`src/rtl/fetch_controller.sv`:
```
// RV32I fetch sequencer: owns the fetch PC, runs a single-outstanding
// imem handshake and holds each fetched word until decode takes it.
module fetch_controller #(
  parameter int ADDRESS = 32,
  parameter int INSTRUCTION = 32,
  parameter logic [ADDRESS-1:0] RESET_PC = '0
) (
  input  logic                   clk,
  input  logic                   rst,
  output logic                   imem_req,
  output logic [ADDRESS-1:0]     imem_addr,
  input  logic                   imem_ready,
  input  logic                   imem_rvalid,
  input  logic [INSTRUCTION-1:0] imem_rdata,
  input  logic                   stall_in,
  input  logic                   redirect_valid,
  input  logic [ADDRESS-1:0]     redirect_addr,
  output logic                   instr_valid,
  output logic [INSTRUCTION-1:0] instruction,
  output logic [ADDRESS-1:0]     pc_addr_out
);

  typedef enum logic [2:0] {
    IDLE,
    REQ,
    WAIT,
    OUT,
    DROP
  } state_t;

  state_t state;
  logic [ADDRESS-1:0] fetch_pc;
  logic in_flight;
  logic unused_lsb;

  assign imem_req = (state == REQ);
  assign imem_addr = fetch_pc;
  assign unused_lsb = ^redirect_addr[1:0];

  // A redirect must wait out a response that is still owed to us.
  always_comb begin
    in_flight = 1'b0;
    unique case (state)
      REQ:     in_flight = imem_ready;
      WAIT:    in_flight = !imem_rvalid;
      DROP:    in_flight = !imem_rvalid;
      default: in_flight = 1'b0;
    endcase
  end

  always_ff @(posedge clk) begin
    if (rst) begin
      state <= IDLE;
      fetch_pc <= RESET_PC;
      instr_valid <= 1'b0;
      instruction <= '0;
      pc_addr_out <= RESET_PC;
    end else if (redirect_valid) begin
      fetch_pc <= {redirect_addr[ADDRESS-1:2], 2'b00};
      instr_valid <= 1'b0;
      state <= in_flight ? DROP : REQ;
    end else begin
      unique case (state)
        IDLE: state <= REQ;
        REQ: begin
          if (imem_ready) state <= WAIT;
        end
        WAIT: begin
          if (imem_rvalid) begin
            instruction <= imem_rdata;
            pc_addr_out <= fetch_pc;
            instr_valid <= 1'b1;
            fetch_pc <= fetch_pc + ADDRESS'(4);
            state <= OUT;
          end
        end
        OUT: begin
          if (!stall_in) begin
            instr_valid <= 1'b0;
            state <= REQ;
          end
        end
        DROP: begin
          if (imem_rvalid) state <= REQ;
        end
        default: state <= IDLE;
      endcase
    end
  end

endmodule

```
`config.mk`:
```
export PLATFORM = sky130hd
export DESIGN_NAME = fetch_controller
export DESIGN_NICKNAME = d
export VERILOG_FILES = /design/src/rtl/fetch_controller.sv
export SDC_FILE = /design/constraint.sdc
export NUM_CORES = 1
export LEC_CHECK = 0
export BUFFER_PORTS_ARGS = -buffer_cell sky130_fd_sc_hd__buf_2
export CORE_MARGIN = 2
export CORE_UTILIZATION = 44
export DETAILED_ROUTE_END_ITERATION = 12
export GPL_ROUTABILITY_DRIVEN = 0
export PLACE_DENSITY = 0.77
export SLEW_MARGIN = 20
export SYNTH_ARGS = -nofsm -noshare
export SYNTH_HDL_FRONTEND = slang
export SYNTH_SLANG_ARGS = --single-unit
```
`constraint.sdc`:
```
create_clock -name clk -period 1.75 [get_ports clk]
set_input_delay 0.0875 -clock clk [delete_from_list [all_inputs] [get_ports clk]]
set_output_delay 0.0875 -clock clk [all_outputs]
set_load 0.03 [all_outputs]
```
==> results of run 1 <==
## repair_timing
| action | 4_1_cts | 5_1_grt |
|---|---|---|
| resized for setup | 12 | 28 |
| pin swaps | 10 | 7 |
| gates cloned | 0 | 8 |
| endpoints found under the hold margin | 52 | 0 |
| hold buffers | 52 | 0 |
| setup buffers | 2 | 1 |
| setup endpoints to repair | 14 | 83 |
## placed cells by master (no fill, tap or decap), types with 4 or more instances in the layout
cell type,instances
and4_1,7
xnor2_1,5
dlygate4sd3_1,52
buf_4,46
a311oi_1,7
a21oi_1,68
o31ai_1,7
inv_1,12
buf_12,8
nor3_1,4
dfxtp_1,73
nor4_1,5
clkbuf_16,4
nand3_1,8
o21ai_0,8
dfxtp_4,14
dfxtp_2,9
buf_2,160
clkbuf_8,9
or4_1,4
conb_1,4
nand4_1,12
a211oi_1,11
nor2_1,28
nand2_1,137
xor2_1,5
## synthesized netlist by cell type (all sizes together) (8+ instances only)
library cell / number / area share
nand2: 140 / 0.13
nand4: 13 / 0.023
a21oi: 68 / 0.081
nor4: 8 / 0.013
dfxtp: 96 / 0.46
buf: 9 / 0.013
and4: 8 / 0.017
a211oi: 13 / 0.023
clkbuf: 33 / 0.030
nor2: 29 / 0.026
a311oi: 10 / 0.021
o21ai: 8 / 0.0096
nand3: 10 / 0.012
inv: 12 / 0.011
## power groups by stage
stage / registers (uW) / clock network (uW) / logic [uW]
floorplan: 2470 / 0 / 222
detailed placement: 2350 / 0 / 615
CTS: 2300 / 1600 / 713
global placement: 2340 / 0 / 601
global route: 2310 / 1670 / 810
finish: 2300 / 1580 / 762
## cell families (layout without fill, tap and decap cells)
| group | Yosys count | after routing | synth area share |
|---|---|---|---|
| adders and majority gates | 1 | 1 | 0.00299 |
| AOI/OAI and AO/OA | 125 | 125 | 0.187 |
| other | 1 | 6 | 0.000896 |
| xor gates and xnor gates | 10 | 10 | 0.0209 |
| buffers and inverters | 54 | 302 | 0.0532 |
| DFF | 96 | 96 | 0.459 |
| and+or+nand+nor | 241 | 242 | 0.276 |
## worst paths after layout
check	start	endpoint	slack, ns	cells past startpoint
worst min-delay path	redirect_addr[17]	imem_addr[17]	0.01	3
worst max register to register	state[2]	imem_addr[29]	-0.19	4
worst min register to register	pc_addr_out[5]	pc_addr_out[5]	0.45	2
worst max-delay path	state[2]	imem_addr[29]	-0.19	4
## through the flow
step	setup slack [ns]	cell area (sq um)	cells
floorplan	-0.114	4340	531
global placement	-0.0795	5560	830
detailed placement	-0.172	5560	830
CTS	-0.120	6350	900
global route	-0.226	6640	909
finish	-0.188	6650	911
## state kept, by name, summed over array words and instances, names as in the netlist
| signal | cells |
|---|---|
| pc_addr_out | 30 |
| state | 3 |
| instr_valid | 1 |
| instruction | 32 |
| imem_addr | 30 |
## routing by layer
layer,track usage,part of all wire
met2,0.453,0.50
met1,0.335,0.39
met4,0.135,0.046
met3,0.0504,0.068
met5,0,0
## worst max-delay path, cell delays in order, from the launching register on
cell,delay [ns]
dfxtp_2,0.34
nand4bb_4,0.25
or4_4,0.56
or4_4,0.44
a311oi_2,0.25
## area by class of cell
| class | count | area [sq um] | share of cell area |
|---|---|---|---|
| tap | 129 | 161 | 0.0243 |
| multi-input combinational | 382 | 2270 | 0.341 |
| inverter | 12 | 45.0 | 0.00677 |
| timing repair buffer | 274 | 1980 | 0.297 |
| clock inverter | 7 | 83.8 | 0.0126 |
| antenna | 2 | 5.00 | 0.000753 |
| sequential | 96 | 1990 | 0.299 |
| clock buffer | 9 | 124 | 0.0186 |
==> impl_metrics.py, run 1 <==
metrics = {
    "yosys": {
        "synth_flop_cell": "dfxtp_1",
        "async_flop_share": 0,
        "synth-edff-count": 0,
        "yosys_warnings": 0,
        "synth_cells": 528,
        "syn_avg_cell_area_sq_um": 7.93,
        "ys_seq_elements": 96,
        "ys_seq_area_frac": 0.459,
        "syn_area_sq_um": 4190,
        "ys_types": 51,
    },
    "setup_path": {
        "endpoint_kind": "register",
        "path_class": "reg2reg",
        "worstPathMaxFanout": 4,
        "critPathLaunchType": "register",
        "arrival_ns": 2.21,
        "crit_required_ns": 2.02,
    },
    "power": {
        "p_int_uw": 3270,
        "clockPowerShare": 0.339,
        "ir_worst_vdd_uv": 490,
        "seqPwrFrac": 0.496,
        "p_leak_uw": 0.00281,
        "combPwrFrac": 0.164,
        "power_density_nw_per_um2": 698,
        "swShare": 0.295,
        "p_sw_uw": 1370,
        "finalPower_uw": 4640,
    },
    "layout": {
        "fillers": 683,
        "nNetsFinal": 846,
        "final_util": 0.720,
        "syn_to_final_growth_pct": 58.9,
        "layout-drive-gt1-share": 0.377,
    },
    "floorplanning": {
        "fp.dieW_um": 102,
        "core_sq_um": 9240,
        "num_io_pins": 168,
        "dieArea_sq_um": 10300,
        "start_util": 0.453,
        "rows": 35,
        "chipHeight_um": 102,
    },
    "cts": {
        "clock_sinks": 96,
        "cts_inserted_buffers": 9,
        "cts_tree": "done",
        "htree_num_levels": 3,
        "clockBufferDepth": 2,
        "clock-root-buffer": "clkbuf_8",
        "clk_latency_ns": 0.37,
        "cts.clk_slew.worst_paths_ns": 0.10,
    },
    "detailed_routing": {
        "routed_wl_mm": 15.5,
        "drc": 0,
        "firstDrtPassIters": 5,
        "ant_nets": 0,
        "drt_iter0_markers": 301,
        "viasPerCell": 5.51,
        "dr_total_vias": 5020,
        "wl_per_cell_um": 17.1,
    },
    "outcome": {
        "outcome": "finished with violations",
        "violations": "setup timing",
    },
    "global_route": {
        "grt_max_degree": 67,
        "antenna_found_initial": 0,
        "track_usage": 0.271,
        "grt_pass1_vias": 4600,
        "overflow": 0,
        "grt_pass1_wl_mm": 22.1,
    },
    "timing": {
        "fmax_mhz": 516,
        "drv_slew": 0,
        "holdWs_ns": 0.0114,
        "post-route-period-util": 1.11,
        "setup_ws_ns": -0.188,
        "clock_skew_ns": 0.0113,
        "finalSetupTns_ns": -0.928,
        "hold_violations": 0,
        "final-setup-viol-count": 20,
        "min_period_ns": 1.94,
        "grt_setup_unrepaired": "true",
    },
    "placed_design": {
        "port_buffers": 161,
        "hpwl_mm": 9.17,
    },
    "hold_path": {
        "hold_class": "in2reg",
    },
    "flow_run": {
        "drv_cap": 0,
    },
}
Note: power is estimated with default switching activity, not from simulation.
==> inputs of run 2 (changes only) <==
--- a/config.mk
+++ b/config.mk
@@ -8,9 +8,11 @@
 export BUFFER_PORTS_ARGS = -buffer_cell sky130_fd_sc_hd__buf_2
 export CORE_MARGIN = 2
 export CORE_UTILIZATION = 44
+export CTS_CLUSTER_SIZE = 12
 export DETAILED_ROUTE_END_ITERATION = 12
 export GPL_ROUTABILITY_DRIVEN = 0
 export PLACE_DENSITY = 0.77
+export SKIP_CTS_REPAIR_TIMING = 1
 export SLEW_MARGIN = 20
 export SYNTH_ARGS = -nofsm -noshare
 export SYNTH_HDL_FRONTEND = slang
==> run 2 against run 1 <==
The flow finishes with violations (hold timing, setup timing). Cell count is 0.77% lower. Worst hold slack worse by 0.045 ns. Global-route usage is 2.5 points lower. Register-to-register slack better by 0.06 ns. Power is 0.61% lower. Die area stayed put. Non-clock buffer count is 5 lower.
==> impl_metrics.py, run 2 (synthesized netlist as in run 1, its figures left out) <==
metrics = {
    "setup_path": {
        "timing.rr.end": "imem_addr[29]",
        "r2r_setup_slack_ns": -0.13,
        "path_cells": "nand4bb_4 -> or4_4 -> or4_1 -> a311oi_1",
        "critPathLaunchType": "register",
        "rr_worst_depth": 4,
        "path_buf_inv": 0,
        "path_class": "reg2reg",
        "arrival_ns": 2.16,
        "cp_top_family": "simple AND/OR/NAND/NOR gates",
        "crit_required_ns": 2.03,
        "slowest_delay_ns": 0.56,
        "crit_slowest_cell": "or4_4",
        "r2r_start": "state[2]",
        "worstPathMaxFanout": 4,
        "endpoint_kind": "register",
    },
    "floorplanning": {
        "chipHeight_um": 102,
        "fp.dieW_um": 102,
        "dieArea_sq_um": 10300,
        "rows": 35,
        "core_sq_um": 9240,
        "start_util": 0.453,
        "num_io_pins": 168,
    },
    "global_route": {
        "grt_pass1_vias": 4143,
        "overflow": 0,
        "track_usage": 0.246,
        "grt_pass1_wl_mm": 20.1,
        "antenna_found_initial": 0,
        "grt_max_degree": 67,
    },
    "detailed_routing": {
        "firstDrtPassIters": 6,
        "dr_total_vias": 4979,
        "drt_iter0_markers": 333,
        "viasPerCell": 5.51,
        "routed_wl_mm": 15.2,
        "ant_nets": 0,
        "wl_per_cell_um": 16.8,
        "drc": 0,
    },
    "cts": {
        "cts_inserted_buffers": 9,
        "htree_num_levels": 3,
        "clockBufferDepth": 2,
        "clock_sinks": 96,
        "clock-root-buffer": "clkbuf_8",
        "cts.clk_slew.worst_paths_ns": 0.10,
        "cts_tree": "done",
        "clk_latency_ns": 0.38,
    },
    "power": {
        "ir_worst_vdd_uv": 494,
        "power_density_nw_per_um2": 706,
        "p_leak_uw": 0.00274,
    },
    "layout": {
        "layout_commonest_cell": "buf_2",
        "layout-drive-gt1-share": 0.378,
        "fillers": 700,
        "top_register": "instruction",
        "layout_common_cells": "160 x buf_2, 138 x nand2_1, 73 x dfxtp_1",
        "final_util": 0.707,
        "syn_to_final_growth_pct": 56.0,
        "largest_reg_flops": 32,
        "diodes": 0,
        "nNetsFinal": 841,
    },
    "timing": {
        "grt_setup_unrepaired": "true",
        "holdWs_ns": -0.0339,
        "drv_slew": 0,
        "setup_ws_ns": -0.129,
        "min_period_ns": 1.88,
        "post-route-period-util": 1.07,
        "hold_violations": 3,
        "fmax_mhz": 532,
        "final-setup-viol-count": 15,
        "finalSetupTns_ns": -0.703,
        "clock_skew_ns": 0.0125,
    },
    "placed_design": {
        "port_buffers": 161,
        "pre_cts_ws_ns": -0.172,
        "hpwl_mm": 9.17,
    },
    "hold_path": {
        "min_path_cells": 3,
        "min_to": "imem_addr[26]",
        "hold_class": "in2reg",
        "hp-start": "redirect_addr[26]",
    },
    "flow_run": {
        "drv_cap": 0,
    },
    "outcome": {
        "outcome": "finished with violations",
        "violations": "hold timing, setup timing",
    },
}
run 2: how the worst max path moves through the flow:
stage	startpoint	end	slack (ns)	depth (start not counted)
after floorplan	state[0]	imem_addr[29]	-0.11	5
after CTS	state[2]	imem_addr[23]	-0.24	6
after global routing	state[2]	imem_addr[25]	-0.17	4
after detailed placement	state[2]	imem_addr[23]	-0.17	6
final	state[2]	imem_addr[29]	-0.13	4
after global placement	state[2]	imem_addr[29]	-0.08	4
run 2: cell type report:
class / instances / area (sq um) / share of cell area
Inverter: 12 / 45.0 / 0.00690
Sequential cell: 96 / 1990 / 0.304
Clock buffer: 9 / 124 / 0.0190
Clock inverter: 7 / 83.8 / 0.0128
Timing Repair Buffer: 269 / 1910 / 0.293
Tap cell: 129 / 161 / 0.0247
Multi-Input combinational cell: 382 / 2220 / 0.340
run 2: worst min-delay path: stages:
cell and delay (ns):
buf_2 0.10, nor2_1 0.07, nor4_1 0.05
run 2: power breakdown:
part | total, uW | internal (uW) | switching (uW)
Combinational | 740 | 318 | 422
Clock | 1570 | 695 | 875
Sequential | 2300 | 2240 | 61.1
Total | 4610 | 3250 | 1360
run 2: through the flow:
step                std cells  instance area, sq um  hold WS [ns]  power (uW)
floorplan                 531                  4340         0.224        2700
global route              904                  6530       0.00946        4770
detailed placement        830                  5560         0.332        2960
finish                    904                  6530       -0.0339        4610
global placement          830                  5560         0.327        2940
CTS                       846                  5760       -0.0772        4520
run 2: metal layers:
layer | vias to the layer above | wire (um) | GRT usage | share of wire
met1 | 2332 | 5970 | 0.325 | 0.39
met4 | 0 | 602 | 0.0998 | 0.040
met5 | - | 0 | 0 | 0
met3 | 61 | 1050 | 0.0497 | 0.069
met2 | 241 | 7600 | 0.393 | 0.50
li1 | 2345 | - | - | -
==> inputs of run 3 (changes only) <==
--- a/config.mk
+++ b/config.mk
@@ -7,11 +7,11 @@
 export LEC_CHECK = 0
 export BUFFER_PORTS_ARGS = -buffer_cell sky130_fd_sc_hd__buf_2
 export CORE_MARGIN = 2
-export CORE_UTILIZATION = 44
+export CORE_UTILIZATION = 48
 export CTS_CLUSTER_SIZE = 12
 export DETAILED_ROUTE_END_ITERATION = 12
 export GPL_ROUTABILITY_DRIVEN = 0
-export PLACE_DENSITY = 0.77
+export PLACE_DENSITY = 0.79
 export SKIP_CTS_REPAIR_TIMING = 1
 export SLEW_MARGIN = 20
 export SYNTH_ARGS = -nofsm -noshare
==> constraint.sdc (replaced) <==
create_clock -name clk -period 2.1 [get_ports clk]
set_input_delay 0.105 -clock clk [delete_from_list [all_inputs] [get_ports clk]]
set_output_delay 0.105 -clock clk [all_outputs]
set_load 0.03 [all_outputs]
==> run 3 against run 2 <==
The run ends with hold timing left. Clock power decreased by 29%. Clock-buffer cell count grew 2. Cell count down 7.1%. Power is 23% lower. Core utilization is 4.0 points lower. Worst hold slack better by 0.017 ns. Combinational power decreased by 32%. Via count fell by 9.0%. Highest routed layer unchanged.
==> impl_metrics.py, run 3 (synthesized netlist as in run 1, its figures left out) <==
metrics = {
    "power": {
        "p_leak_uw": 0.00239,
        "power_density_nw_per_um2": 619,
        "finalPower_uw": 3550,
        "ir_worst_vdd_uv": 325,
    },
    "setup_path": {
        "path_class": "reg2reg",
        "critPathLaunchType": "register",
        "endpoint_kind": "register",
        "rr_worst_depth": 4,
        "worstPathMaxFanout": 4,
        "crit_required_ns": 2.37,
        "arrival_ns": 2.29,
    },
    "global_route": {
        "grt_pass1_wl_mm": 18.8,
        "grt_pass1_vias": 4015,
        "track_usage": 0.237,
        "antenna_found_initial": 0,
        "grt_max_degree": 44,
        "overflow": 0,
    },
    "layout": {
        "largest_reg_flops": 32,
        "diodes": 0,
        "layout-drive-gt1-share": 0.306,
        "layout_common_cells": "160 x buf_2, 139 x nand2_1, 91 x dfxtp_1",
        "layout_commonest_cell": "buf_2",
        "top_register": "instruction",
        "nNetsFinal": 798,
        "syn_to_final_growth_pct": 36.9,
        "fillers": 748,
    },
    "detailed_routing": {
        "drt_iter0_markers": 280,
        "routed_wl_mm": 12.5,
        "drc": 0,
        "dr_total_vias": 4533,
        "ant_nets": 0,
        "viasPerCell": 5.40,
        "firstDrtPassIters": 5,
        "wl_per_cell_um": 14.9,
    },
    "floorplanning": {
        "dieArea_sq_um": 9480,
        "rows": 34,
        "chipHeight_um": 97.4,
        "num_io_pins": 168,
        "fp.dieW_um": 97.4,
        "core_sq_um": 8590,
        "start_util": 0.487,
    },
    "cts": {
        "cts.clk_slew.worst_paths_ns": 0.10,
        "clock_sinks": 96,
        "clk_latency_ns": 0.36,
        "clockBufferDepth": 2,
        "clock-root-buffer": "clkbuf_8",
        "cts_inserted_buffers": 9,
        "htree_num_levels": 3,
        "cts_tree": "done",
    },
    "timing": {
        "post-route-period-util": 0.958,
        "fmax_mhz": 497,
        "holdWs_ns": -0.0169,
        "grt_setup_unrepaired": "false",
        "final-setup-viol-count": 0,
        "min_period_ns": 2.01,
        "clock_skew_ns": 0.0150,
        "drv_slew": 0,
        "finalSetupTns_ns": 0,
        "hold_violations": 2,
    },
    "placed_design": {
        "port_buffers": 161,
        "hpwl_mm": 8.54,
    },
    "hold_path": {
        "hold_class": "in2reg",
        "min_path_cells": 3,
    },
    "flow_run": {
        "drv_cap": 0,
    },
    "outcome": {
        "outcome": "finished with violations",
        "violations": "hold timing",
    },
}
## run 3: worst paths after layout
| check | slack, ns | endpoint | start |
|---|---|---|---|
| setup reg to reg | 0.09 | imem_addr[29] | state[0] |
| setup / recovery | 0.09 | imem_addr[29] | state[0] |
| hold reg to reg | 0.46 | pc_addr_out[24] | pc_addr_out[24] |
| hold / removal | -0.02 | instruction[19] | imem_rdata[19] |
## run 3: through the flow
step	util	worst slack, ns	instance area, sq um	cells
4_1_cts	0.629	0.124	5410	808
3_5_place_dp	0.609	0.133	5230	792
5_1_grt	0.667	0.0115	5730	840
2_1_floorplan	-	0.00453	4200	531
3_3_place_gp	0.609	0.145	5230	792
6_report	0.667	0.0875	5730	840
## run 3: critical path, cell delays in order, from the launching register on
cell and delay (ns):
dfxtp_1 0.31, nand4bb_1 0.30, or4_4 0.60, or4_1 0.47, a311oi_1 0.26
## run 3: cell type report
cell class                      instances  area (sq um)  share of cell area
Inverter                               12          45.0             0.00786
Sequential cell                        96          1930               0.336
Tap cell                              108           135              0.0236
Clock inverter                          5          41.3             0.00721
Timing Repair Buffer                  227          1380               0.241
Multi-Input combinational cell        381          2070               0.360
Clock buffer                           11           131              0.0229
## run 3: layer usage
metal	wire length, um	track usage	up-vias
li1	-	-	2246
met1	5430	0.320	2089
met2	6130	0.383	171
met3	712	0.0468	27
met4	243	0.0769	0
met5	0	0	-
## run 3: report_power, final
| group | internal (uW) | total [uW] | switching [uW] |
|---|---|---|---|
| Combinational | 207 | 503 | 295 |
| Sequential | 1870 | 1940 | 66.9 |
| Clock | 441 | 1110 | 665 |
| Total | 2520 | 3550 | 1030 |
